`config.mk`:
```
export PLATFORM = sky130hd
export DESIGN_NAME = sysctrl_gen
export DESIGN_NICKNAME = d
export VERILOG_FILES = /design/src/rtl/sysctrl_gen.sv
export SDC_FILE = /design/constraint.sdc
export NUM_CORES = 1
export LEC_CHECK = 0
export CAP_MARGIN = 20
export CORE_ASPECT_RATIO = 1.75
export CORE_UTILIZATION = 40
export DETAILED_ROUTE_END_ITERATION = 10
export PLACE_DENSITY = 0.61
export SYNTH_ARGS = -nofsm -noshare
export SYNTH_HDL_FRONTEND = slang
export SYNTH_SLANG_ARGS = --single-unit
```
`constraint.sdc`:
```
create_clock -name clk -period 3.8 [get_ports clk]
set_clock_uncertainty 0.1 [all_clocks]
set_input_delay 0.57 -clock clk [delete_from_list [all_inputs] [get_ports clk]]
set_output_delay 0.57 -clock clk [all_outputs]
set_load 0.05 [all_outputs]
```
`src/rtl/sysctrl_gen.sv`:
```
// rtl/sysctrl_gen.sv - MCU system-control slave: SPI byte command decoder, config bank, interrupt latch
//
// Decodes the byte stream handed over by the MCU SPI deserialiser. A byte flagged
// with data_in_start is a command; the bytes that follow are its payload and are
// numbered 1, 2, ... (the index saturates at 15). Each payload byte may update
// the LEDs, RGB colour, config bank or interrupt state, and it always produces a
// registered reply byte on data_out in the cycle after the strobe.
//
// Ports:
//   clk             system clock
//   reset_n         asynchronous active-low reset (release is expected synchronous)
//   data_in_strobe  one-cycle pulse, data_in valid
//   data_in_start   qualifies the strobe: data_in is a command byte
//   data_in         received byte
//   data_out        registered reply byte
//   int_in          interrupt sources (level); rising edges latched, bit 0 unused
//   int_out_n       low while any interrupt is pending or coldboot is set
//   int_ack         one-cycle pulse of the acknowledged mask
//   buttons         board buttons, readable through command 3
//   leds            MCU-driven LEDs
//   color           RGB value for the ws2812 driver
//   cfg             flattened config bank, slot k in bits [8k+7:8k]
//   cfg_strobe      one-cycle pulse after a config write
//   cfg_index       slot written by the most recent config write
module sysctrl_gen #(
    parameter logic [7:0]            CORE_ID     = 8'h00,
    parameter int                    NUM_VARS    = 16,
    parameter logic [7:0]            ID_BASE     = 8'h41,
    parameter logic [NUM_VARS*8-1:0] CFG_DEFAULT = '0,
    parameter int                    INT_W       = 8,
    parameter int                    BTN_W       = 2,
    parameter int                    LED_W       = 2
) (
    input  logic                  clk,
    input  logic                  reset_n,
    input  logic                  data_in_strobe,
    input  logic                  data_in_start,
    input  logic [7:0]            data_in,
    output logic [7:0]            data_out,
    input  logic [INT_W-1:0]      int_in,
    output logic                  int_out_n,
    output logic [INT_W-1:0]      int_ack,
    input  logic [BTN_W-1:0]      buttons,
    output logic [LED_W-1:0]      leds,
    output logic [23:0]           color,
    output logic [NUM_VARS*8-1:0] cfg,
    output logic                  cfg_strobe,
    output logic [5:0]            cfg_index
);

    localparam logic [7:0] CMD_STATUS = 8'd0;
    localparam logic [7:0] CMD_LEDS   = 8'd1;
    localparam logic [7:0] CMD_COLOR  = 8'd2;
    localparam logic [7:0] CMD_BTNS   = 8'd3;
    localparam logic [7:0] CMD_CFG_WR = 8'd4;
    localparam logic [7:0] CMD_IRQ    = 8'd5;
    localparam logic [7:0] CMD_CFG_RD = 8'd6;

    localparam logic [3:0] IDX_MAX  = 4'd15;
    localparam logic [7:0] NV8      = 8'(NUM_VARS);
    localparam logic [7:0] INT_W8   = 8'(INT_W);

    // Bit 0 is the coldboot position and never latches an external edge.
    localparam logic [INT_W-1:0] IRQ_MASK = {{(INT_W-1){1'b1}}, 1'b0};

    // ------------------------------------------------------------------
    // Registered state
    // ------------------------------------------------------------------
    logic [3:0]       state;      // 0 = idle, else index of the next payload byte
    logic [7:0]       command;
    logic [7:0]       var_id;     // id latched by the first payload byte of CMD4/CMD6
    logic [INT_W-1:0] pend;
    logic             coldboot;
    logic [INT_W-1:0] int_prev;

    // ------------------------------------------------------------------
    // Next-state values
    // ------------------------------------------------------------------
    logic [3:0]            state_nx;
    logic [7:0]            command_nx;
    logic [7:0]            var_id_nx;
    logic [7:0]            data_out_nx;
    logic [LED_W-1:0]      leds_nx;
    logic [23:0]           color_nx;
    logic [NUM_VARS*8-1:0] cfg_nx;
    logic                  cfg_strobe_nx;
    logic [5:0]            cfg_index_nx;
    logic [INT_W-1:0]      int_ack_nx;
    logic [INT_W-1:0]      clear_mask;
    logic [INT_W-1:0]      pend_nx;
    logic                  coldboot_nx;

    // ------------------------------------------------------------------
    // Decode helpers
    // ------------------------------------------------------------------
    logic             cmd_byte;
    logic             payload_byte;
    logic [7:0]       slot;
    logic             slot_ok;
    logic [7:0]       slot_val;
    logic [7:0]       status_val;
    logic [7:0]       din_rev;
    logic [INT_W-1:0] irq_view;
    logic [INT_W-1:0] rise;

    assign cmd_byte     = data_in_strobe & data_in_start;
    assign payload_byte = data_in_strobe & ~data_in_start & (state != 4'd0);

    // Unsigned 8-bit subtraction: ids below ID_BASE wrap to large values and
    // therefore fall out of range along with ids past the end of the bank.
    assign slot    = var_id - ID_BASE;
    assign slot_ok = slot < NV8;

    always_comb begin
        slot_val = 8'h00;
        for (int k = 0; k < NUM_VARS; k++) begin
            if (slot == 8'(k)) begin
                slot_val = cfg[8*k +: 8];
            end
        end
    end

    always_comb begin
        case (state)
            4'd1:    status_val = 8'h5C;
            4'd2:    status_val = 8'h42;
            4'd3:    status_val = CORE_ID;
            4'd4:    status_val = NV8;
            4'd5:    status_val = INT_W8;
            default: status_val = 8'h00;
        endcase
    end

    // The MCU sends colour bytes LSB-first relative to the ws2812 bit order.
    always_comb begin
        din_rev = 8'h00;
        for (int b = 0; b < 8; b++) begin
            din_rev[b] = data_in[7-b];
        end
    end

    assign irq_view = {pend[INT_W-1:1], coldboot};
    assign rise     = int_in & ~int_prev & IRQ_MASK;

    // ------------------------------------------------------------------
    // Byte handling
    // ------------------------------------------------------------------
    always_comb begin
        state_nx      = state;
        command_nx    = command;
        var_id_nx     = var_id;
        data_out_nx   = data_out;
        leds_nx       = leds;
        color_nx      = color;
        cfg_nx        = cfg;
        cfg_strobe_nx = 1'b0;
        cfg_index_nx  = cfg_index;
        int_ack_nx    = '0;
        clear_mask    = '0;

        if (cmd_byte) begin
            // A start byte always opens a new command, even mid-payload.
            command_nx = data_in;
            state_nx   = 4'd1;
        end else if (payload_byte) begin
            if (state != IDX_MAX) begin
                state_nx = state + 4'd1;
            end
            data_out_nx = 8'h00;

            case (command)
                CMD_STATUS: begin
                    data_out_nx = status_val;
                end

                CMD_LEDS: begin
                    if (state == 4'd1) begin
                        leds_nx = data_in[LED_W-1:0];
                    end
                end

                CMD_COLOR: begin
                    case (state)
                        4'd1:    color_nx[15:8]  = din_rev;
                        4'd2:    color_nx[7:0]   = din_rev;
                        4'd3:    color_nx[23:16] = din_rev;
                        default: ;
                    endcase
                end

                CMD_BTNS: begin
                    data_out_nx = 8'(buttons);
                end

                CMD_CFG_WR: begin
                    if (state == 4'd1) begin
                        var_id_nx = data_in;
                    end else if ((state == 4'd2) && slot_ok) begin
                        for (int k = 0; k < NUM_VARS; k++) begin
                            if (slot == 8'(k)) begin
                                cfg_nx[8*k +: 8] = data_in;
                            end
                        end
                        cfg_strobe_nx = 1'b1;
                        cfg_index_nx  = slot[5:0];
                    end
                end

                CMD_IRQ: begin
                    // Reply reflects the state before this byte's acknowledge.
                    data_out_nx = 8'(irq_view);
                    if (state == 4'd1) begin
                        int_ack_nx = data_in[INT_W-1:0];
                        clear_mask = data_in[INT_W-1:0];
                    end
                end

                CMD_CFG_RD: begin
                    if (state == 4'd1) begin
                        var_id_nx = data_in;
                    end else if ((state == 4'd2) && slot_ok) begin
                        data_out_nx = slot_val;
                    end
                end

                default: ;
            endcase
        end

        // A new edge in the same cycle as its acknowledge stays pending.
        pend_nx     = (pend & ~clear_mask) | rise;
        coldboot_nx = coldboot & ~clear_mask[0];
    end

    // ------------------------------------------------------------------
    // Registers
    // ------------------------------------------------------------------
    always_ff @(posedge clk or negedge reset_n) begin
        if (!reset_n) begin
            state      <= 4'd0;
            command    <= 8'h00;
            var_id     <= 8'h00;
            data_out   <= 8'h00;
            leds       <= '0;
            color      <= 24'h000000;
            cfg        <= CFG_DEFAULT;
            cfg_strobe <= 1'b0;
            cfg_index  <= 6'd0;
            int_ack    <= '0;
            pend       <= '0;
            coldboot   <= 1'b1;
            int_prev   <= '0;
        end else begin
            state      <= state_nx;
            command    <= command_nx;
            var_id     <= var_id_nx;
            data_out   <= data_out_nx;
            leds       <= leds_nx;
            color      <= color_nx;
            cfg        <= cfg_nx;
            cfg_strobe <= cfg_strobe_nx;
            cfg_index  <= cfg_index_nx;
            int_ack    <= int_ack_nx;
            pend       <= pend_nx;
            coldboot   <= coldboot_nx;
            int_prev   <= int_in;
        end
    end

    assign int_out_n = ~((|pend) | coldboot);

endmodule

```
==> impl_metrics.tcl, run 1 <==
set metrics [dict create \
    finish.net_count 1118 \
    power.share.switching_pct 28.4 \
    cts_setup_buffers 0 \
    setup_slack_on_the_worst_flop_to_flop_path_ns 0.34 \
    slew_headroom_pct 23.4 \
    power.combinational.fraction_pct 16.1 \
    grt_first_pass_wirelength_mm 51.5 \
    avgViaCountPerCell 5.77 \
    gp_congestion 0.886 \
    remaining_drc_errors 0 \
    diodes 0 \
    holdPathEnd "pend[6]$_DFF_PN0_" \
    clk_latency_ns 0.52 \
    final_hold_viol_count 0 \
    rows 76 \
    worst_pin_slew_ns 1.15 \
    fmax_mhz 289 \
    yosysMostFrequentCell "sky130_fd_sc_hd__dfrtp_1" \
    synth_cells 868 \
    die_y_microns 212 \
    internal_power_w 0.00399 \
    total_of_warnings_raised_by_yosys 0 \
    run_status "finished, final reports clean" \
    number_of_buffers_on_the_longest_clock_path 3 \
    peakVddDrop_uv 276 \
    cts_tree "done" \
    synth_enable_flop_cells 0 \
    maximum_number_of_pins_on_one_net_before_global_route_repair 98 \
    start_kind "register" \
    setup_viol 0 \
    clock-root-buffer "sky130_fd_sc_hd__clkbuf_16" \
    worst_ep_required_time_ns 4.10 \
    yosys_register_bits 213 \
    timing.rr.start "var_id[0]$_DFFE_PN0P_" \
    floorplan.io_pins 200 \
    highest_net_fanout_along_the_worst_path 11 \
    synth_flop_cell "sky130_fd_sc_hd__dfrtp_1" \
    fp.dieArea_sq_um 25900 \
    power.share.sequential_pct 42.8 \
    synth.cell_area_sq_um 10100 \
    clock_power_share_pct 41.0 \
    total_power_w 0.00558 \
    synth.distinct_cells 70 \
    synth_top_area_share_pct 52.6 \
    n_fill_cell 2234 \
    place_inst 1373 \
    critPathCaptureType "register" \
    antenna_left 0 \
    slew_violations 0 \
    critical_path.reg2reg.endpoint "cfg[79]$_DFFE_PN0P_" \
    clkSinkCount 213 \
    drive_gt1_share_pct 24.3 \
    worst_hold_path.num_cells 1 \
    hold_start "int_prev[6]$_DFF_PN0_" \
    netlist.top_cell.by_area "sky130_fd_sc_hd__dfrtp_1" \
    power_density_nw_per_um2 414 \
    drt-pass1-iter-count 7 \
    via_count_of_the_first_global_routing_pass 8322 \
    die_w_microns 122 \
    sequential_to_total_area_share_from_yosys_stat_pct 52.8 \
    synth.area.top_cells "sky130_fd_sc_hd__dfrtp_1, sky130_fd_sc_hd__mux2_2, sky130_fd_sc_hd__o21ai_0, sky130_fd_sc_hd__nand2_1, sky130_fd_sc_hd__clkbuf_1" \
    power.switching_w 0.00159 \
    finalNonFillerCells 1414 \
    synth_area_per_cell_sq_um 11.6 \
    ys_top_cells_by_count "sky130_fd_sc_hd__dfrtp_1, sky130_fd_sc_hd__mux2_2, sky130_fd_sc_hd__o21ai_0" \
    numCtsBuffers 22 \
    io_buffer_count 198 \
    post-place-ws_ns 0.354 \
    period_needed_ns 3.46 \
    initial_core_util_pct 40.8 \
    estimated_wirelength_of_the_detail_placed_design_mm 24.6 \
    timing.critical_path.arrival_ns 3.76 \
    worstHoldPathType "register to register" \
    asyncSetResetFlopFracSynth_pct 100 \
    number_of_gates_resized_after_cts 0 \
    routed_wl_mm 34.2 \
    antenna_found_initial 0 \
    syn2layout_area_growth_pct 33.7 \
    grt_setup_unrepaired "false" \
    timing.setup.tns_ns 0 \
    cts.htree.levels 1 \
    syn_nets 899 \
    detailedRoute.firstIterationViolations 601 \
    core_region_area_sq_um 24700 \
    global_route.usage.total_pct 27.0 \
    cts.clk_slew.worst_paths_ns 0.06 \
    routed_wire_length_per_instance_microns 24.2 \
    dr_total_vias 8157 \
    globalRouteOverflowTotal 0 \
    drv_cap 0 \
    finalCritPeriodShare_pct 91.0 \
    post-route-util_pct 54.6 \
    timing.setup.critical_path_class "register to register" \
    reg2reg_depth 12 \
    p_leak_nw 6.16 \
    fin_ws_ns 0.342 \
]
per-layer routing:
metal | GRT usage, % | share of wire [%] | vias to the layer above
met5 | 0 | 0 | -
met4 | 12.4 | 4.2 | 0
met3 | 3.00 | 4.5 | 73
met2 | 48.3 | 53 | 307
met1 | 32.0 | 38 | 4133
li1 | - | - | 3644
registers in the layout (all words and copies together) (netlist names), 2 cells and up:
name       count
int_prev       7
leds           2
command        8
state          4
color         24
int_ack        8
cfg          128
pend           8
var_id         8
data_out       8
cfg_index      6
power by group through the flow:
stage	Clock, W	Sequential [W]	Combinational [W]
3_3_place_gp	0	0.00243	0.000880
5_1_grt	0.00242	0.00240	0.000974
6_report	0.00229	0.00239	0.000901
3_5_place_dp	0	0.00243	0.000886
2_1_floorplan	0	0.00243	0.000536
4_1_cts	0.00233	0.00239	0.000891
layout by cell type (no fill, tap or decap), drive strengths merged, types with 7 or more instances in the layout:
| master | Yosys | layout |
|---|---|---|
| or3 | 9 | 9 |
| a211oi | 7 | 7 |
| nor4 | 9 | 9 |
| clkbuf | 45 | 33 |
| and3 | 14 | 14 |
| inv | 29 | 29 |
| buf | 11 | 51 |
| nand2b | 9 | 9 |
| nor3 | 17 | 17 |
| nand3 | 27 | 27 |
| nor2 | 28 | 28 |
| mux2 | 165 | 165 |
| a21oi | 31 | 31 |
| o21ai | 48 | 48 |
| o22ai | 24 | 24 |
| nand2 | 46 | 46 |
| nor2b | 10 | 10 |
| a32oi | 7 | 7 |
| ha | 9 | 9 |
| clkdlybuf4s50 | 0 | 197 |
| dfrtp | 212 | 212 |
| a22oi | 11 | 11 |
| a221oi | 9 | 9 |
worst max-delay path, stage by stage, from the launching register on:
cell	delay [ns]
sky130_fd_sc_hd__dfrtp_1	0.48
sky130_fd_sc_hd__inv_1	0.16
sky130_fd_sc_hd__ha_1	0.18
sky130_fd_sc_hd__nor3b_1	0.34
sky130_fd_sc_hd__xnor2_1	0.25
sky130_fd_sc_hd__o211ai_4	0.15
sky130_fd_sc_hd__buf_4	0.22
sky130_fd_sc_hd__nor3_1	0.29
sky130_fd_sc_hd__nand3_1	0.23
sky130_fd_sc_hd__buf_4	0.23
sky130_fd_sc_hd__nor2_1	0.18
sky130_fd_sc_hd__buf_4	0.17
sky130_fd_sc_hd__mux2_2	0.33
layout make-up:
class	count	area, sq um	share of cell area (%)
Clock inverter	8	93.8	0.696
Sequential cell	213	5330	39.5
Tap cell	312	390	2.89
Multi-Input combinational cell	570	4430	32.9
Clock buffer	31	676	5.01
Timing Repair Buffer	251	2460	18.2
Inverter	29	109	0.807
cell families after synthesis:
kind of cell    share of synthesized area [%]
flops                                    52.8
buf+inv                                  3.25
compound gates                           12.8
mux                                      18.5
simple gates                             10.9
fa+ha+maj                                1.12
xor+xnor                                0.607
worst max path at each step:
| stage | slack [ns] | endpoint | from |
|---|---|---|---|
| after floorplan | 0.62 | cfg[27]$_DFFE_PN0P_ | var_id[0]$_DFFE_PN0P_ |
| after CTS | 0.35 | cfg[75]$_DFFE_PN0P_ | var_id[0]$_DFFE_PN0P_ |
| final | 0.34 | cfg[79]$_DFFE_PN0P_ | var_id[0]$_DFFE_PN0P_ |
| after detailed placement | 0.35 | cfg[30]$_DFFE_PN0P_ | data_in_start |
| after global routing | 0.15 | cfg[75]$_DFFE_PN0P_ | var_id[0]$_DFFE_PN0P_ |
| after global placement | 0.39 | cfg[28]$_DFFE_PN0P_ | data_in_start |
repair_timing:
action                                  in CTS  in global routing
hold endpoints to repair                    31                  0
hold buffers                                 1                  0
endpoints found under the setup margin       0                  0
metrics by stage:
stage | cell area [sq um] | hold slack, ns
2_1_floorplan | 10100 | 0.174
3_3_place_gp | 12700 | 0.321
3_5_place_dp | 12700 | 0.334
4_1_cts | 13500 | 0.334
5_1_grt | 13500 | 0.347
6_report | 13500 | 0.330
No activity file was read; power rests on OpenSTA's default activity.
==> run 2, diff against run 1 <==
--- a/config.mk
+++ b/config.mk
@@ -9,7 +9,7 @@
 export CORE_ASPECT_RATIO = 1.75
 export CORE_UTILIZATION = 40
 export DETAILED_ROUTE_END_ITERATION = 10
-export PLACE_DENSITY = 0.61
+export PLACE_DENSITY = 0.64
 export SYNTH_ARGS = -nofsm -noshare
 export SYNTH_HDL_FRONTEND = slang
 export SYNTH_SLANG_ARGS = --single-unit
==> constraint.sdc (replaced) <==
create_clock -name clk -period 2.8 [get_ports clk]
set_clock_uncertainty 0.1 [all_clocks]
set_input_delay 0.42 -clock clk [delete_from_list [all_inputs] [get_ports clk]]
set_output_delay 0.42 -clock clk [all_outputs]
set_load 0.05 [all_outputs]
==> impl_metrics.tcl, run 2 (synthesis gave the netlist of run 1 again) <==
set metrics [dict create \
    n_fill_cell 2114 \
    worst_pin_slew_ns 0.691 \
    slew_violations 0 \
    largest_registers "cfg: 128 flops, color: 24 flops" \
    numCtsBuffers 22 \
    antenna_left 0 \
    drv_cap 0 \
    die_w_microns 122 \
    layout.cells.most_common_list "sky130_fd_sc_hd__dfrtp_1, sky130_fd_sc_hd__clkdlybuf4s50_1, sky130_fd_sc_hd__mux2_2" \
    diodes 0 \
    p_leak_nw 6.71 \
    die_y_microns 212 \
    slew_headroom_pct 53.6 \
    routed_wl_mm 35.8 \
    grt_first_pass_wirelength_mm 52.9 \
    core_region_area_sq_um 24700 \
    cts_tree "done" \
    timing.critical_path.arrival_ns 3.11 \
    via_count_of_the_first_global_routing_pass 8693 \
    timing.rr.start "var_id[0]$_DFFE_PN0P_" \
    fp.dieArea_sq_um 25900 \
    number_of_buffers_on_the_longest_clock_path 3 \
    setup_viol 1 \
    initial_core_util_pct 40.8 \
    routed_wire_length_per_instance_microns 23.9 \
    finish.net_count 1207 \
    io_buffer_count 198 \
    post-route-util_pct 58.9 \
    period_needed_ns 2.81 \
    drt-pass1-iter-count 5 \
    power_density_nw_per_um2 540 \
    fin_ws_ns -0.00923 \
    clk_latency_ns 0.52 \
    timing.setup.critical_path_class "register to register" \
    post-place-ws_ns -0.107 \
    globalRouteOverflowTotal 0 \
    reg2reg_depth 11 \
    start_kind "register" \
    worst_ep_required_time_ns 3.11 \
    layout.cells.most_common "sky130_fd_sc_hd__dfrtp_1" \
    place_inst 1452 \
    critPathCaptureType "register" \
    dr_total_vias 8739 \
    peakVddDrop_uv 428 \
    fmax_mhz 356 \
    grt_setup_unrepaired "true" \
    estimated_wirelength_of_the_detail_placed_design_mm 25.4 \
    cts.clk_slew.worst_paths_ns 0.06 \
    critical_path.reg2reg.endpoint "data_out[5]$_DFFE_PN0P_" \
    finalNonFillerCells 1502 \
    syn2layout_area_growth_pct 44.3 \
    startpoint "var_id[0]$_DFFE_PN0P_" \
    finalCritPeriodShare_pct 100 \
    highest_net_fanout_along_the_worst_path 7 \
    avgViaCountPerCell 5.82 \
    seq_area_sq_um 5330 \
    cts.htree.levels 1 \
    worstHoldPathType "primary input to register" \
    final_hold_viol_count 0 \
    run_status "finished with violations" \
    setup_slack_on_the_worst_flop_to_flop_path_ns -0.009 \
    maximum_number_of_pins_on_one_net_before_global_route_repair 69 \
    antenna_found_initial 0 \
    timing.setup.tns_ns -0.00923 \
    total_power_w 0.00787 \
    clkSinkCount 213 \
    detailedRoute.firstIterationViolations 587 \
    floorplan.io_pins 200 \
    global_route.usage.total_pct 27.5 \
    multiInputGateArea_sq_um 4750 \
    drive_gt1_share_pct 33.5 \
    remaining_drc_errors 0 \
    max_flop_register "cfg" \
    rows 76 \
    largest_register_ff_count 128 \
    clock-root-buffer "sky130_fd_sc_hd__clkbuf_16" \
    failing_checks "negative setup slack" \
    critPathCapture "data_out[5]$_DFFE_PN0P_" \
    gp_congestion 0.924 \
]
## run 2: changes by cell type in the layout (fill, tap and decap cells not counted), moves of 5 or more
cell,change
sky130_fd_sc_hd__buf_4,+75
sky130_fd_sc_hd__buf_6,+9
sky130_fd_sc_hd__buf_12,+6
sky130_fd_sc_hd__a221oi_1,-5
sky130_fd_sc_hd__a221oi_2,+5
## run 2: layer usage
| layer | vias up | GRT usage, % | wire [microns] |
|---|---|---|---|
| li1 | 3835 | - | - |
| met1 | 4405 | 31.4 | 13000 |
| met2 | 378 | 48.9 | 18700 |
| met3 | 121 | 3.78 | 2050 |
| met4 | 0 | 15.1 | 2090 |
| met5 | - | 0 | 0 |
## run 2: area by class of cell
class | instances | area share (%)
Clock buffer | 34 | 4.65
Clock inverter | 4 | 0.507
Inverter | 29 | 0.765
Multi-Input combinational cell | 570 | 32.6
Sequential cell | 213 | 36.6
Tap cell | 312 | 2.68
Timing Repair Buffer | 340 | 22.1
## run 2: critical path, stage by stage, from the launching register on
cell and delay, ns:
sky130_fd_sc_hd__dfrtp_2 0.46, sky130_fd_sc_hd__buf_12 0.15, sky130_fd_sc_hd__or3_1 0.41, sky130_fd_sc_hd__buf_4 0.18, sky130_fd_sc_hd__a31oi_4 0.20, sky130_fd_sc_hd__a2111oi_4 0.07, sky130_fd_sc_hd__buf_4 0.15, sky130_fd_sc_hd__buf_6 0.13
sky130_fd_sc_hd__buf_4 0.16, sky130_fd_sc_hd__a32oi_2 0.30, sky130_fd_sc_hd__o211ai_1 0.19, sky130_fd_sc_hd__a21o_1 0.19
## run 2: how the worst min path moves through the flow
stage,startpoint,to,depth (start not counted),slack (ns)
after global placement,int_prev[5]$_DFF_PN0_,pend[5]$_DFF_PN0_,1,0.32
final,int_in[5],int_prev[5]$_DFF_PN0_,1,0.27
after global routing,int_in[5],int_prev[5]$_DFF_PN0_,1,0.28
after floorplan,reset_n,cfg[0]$_DFFE_PN0P_,0,0.02
after detailed placement,int_prev[1]$_DFF_PN0_,pend[1]$_DFF_PN0_,1,0.32
after CTS,int_in[5],int_prev[5]$_DFF_PN0_,1,0.26
## run 2: where the power goes
part	switching [W]	total (W)	internal, W
registers	0.0000791	0.00323	0.00315
clock network	0.00123	0.00308	0.00184
logic	0.000965	0.00157	0.000601
total	0.00228	0.00787	0.00559
## run 2: through the flow
step,cell area [sq um],hold slack (ns)
6_report,14600,0.273
5_1_grt,14600,0.278
4_1_cts,14200,0.259
3_5_place_dp,13400,0.320
3_3_place_gp,13400,0.316
2_1_floorplan,10100,0.0244
## run 2: what timing repair did
item                       in CTS  in global routing
hold buffers                    1                  0
setup buffers                   2                  9
cloned                          0                  1
gates resized for setup        12                 58
setup endpoints to repair     125                135
hold endpoints to repair       55                  0
pin swaps                       8                 18
==> run 3, diff against run 2 <==
--- a/config.mk
+++ b/config.mk
@@ -9,6 +9,7 @@
 export CORE_ASPECT_RATIO = 1.75
 export CORE_UTILIZATION = 40
 export DETAILED_ROUTE_END_ITERATION = 10
+export HOLD_SLACK_MARGIN = 0.02
 export PLACE_DENSITY = 0.64
 export SYNTH_ARGS = -nofsm -noshare
 export SYNTH_HDL_FRONTEND = slang
==> results of run 3 <==
No change in the layout: final DEF, timing and power equal those of run 2.
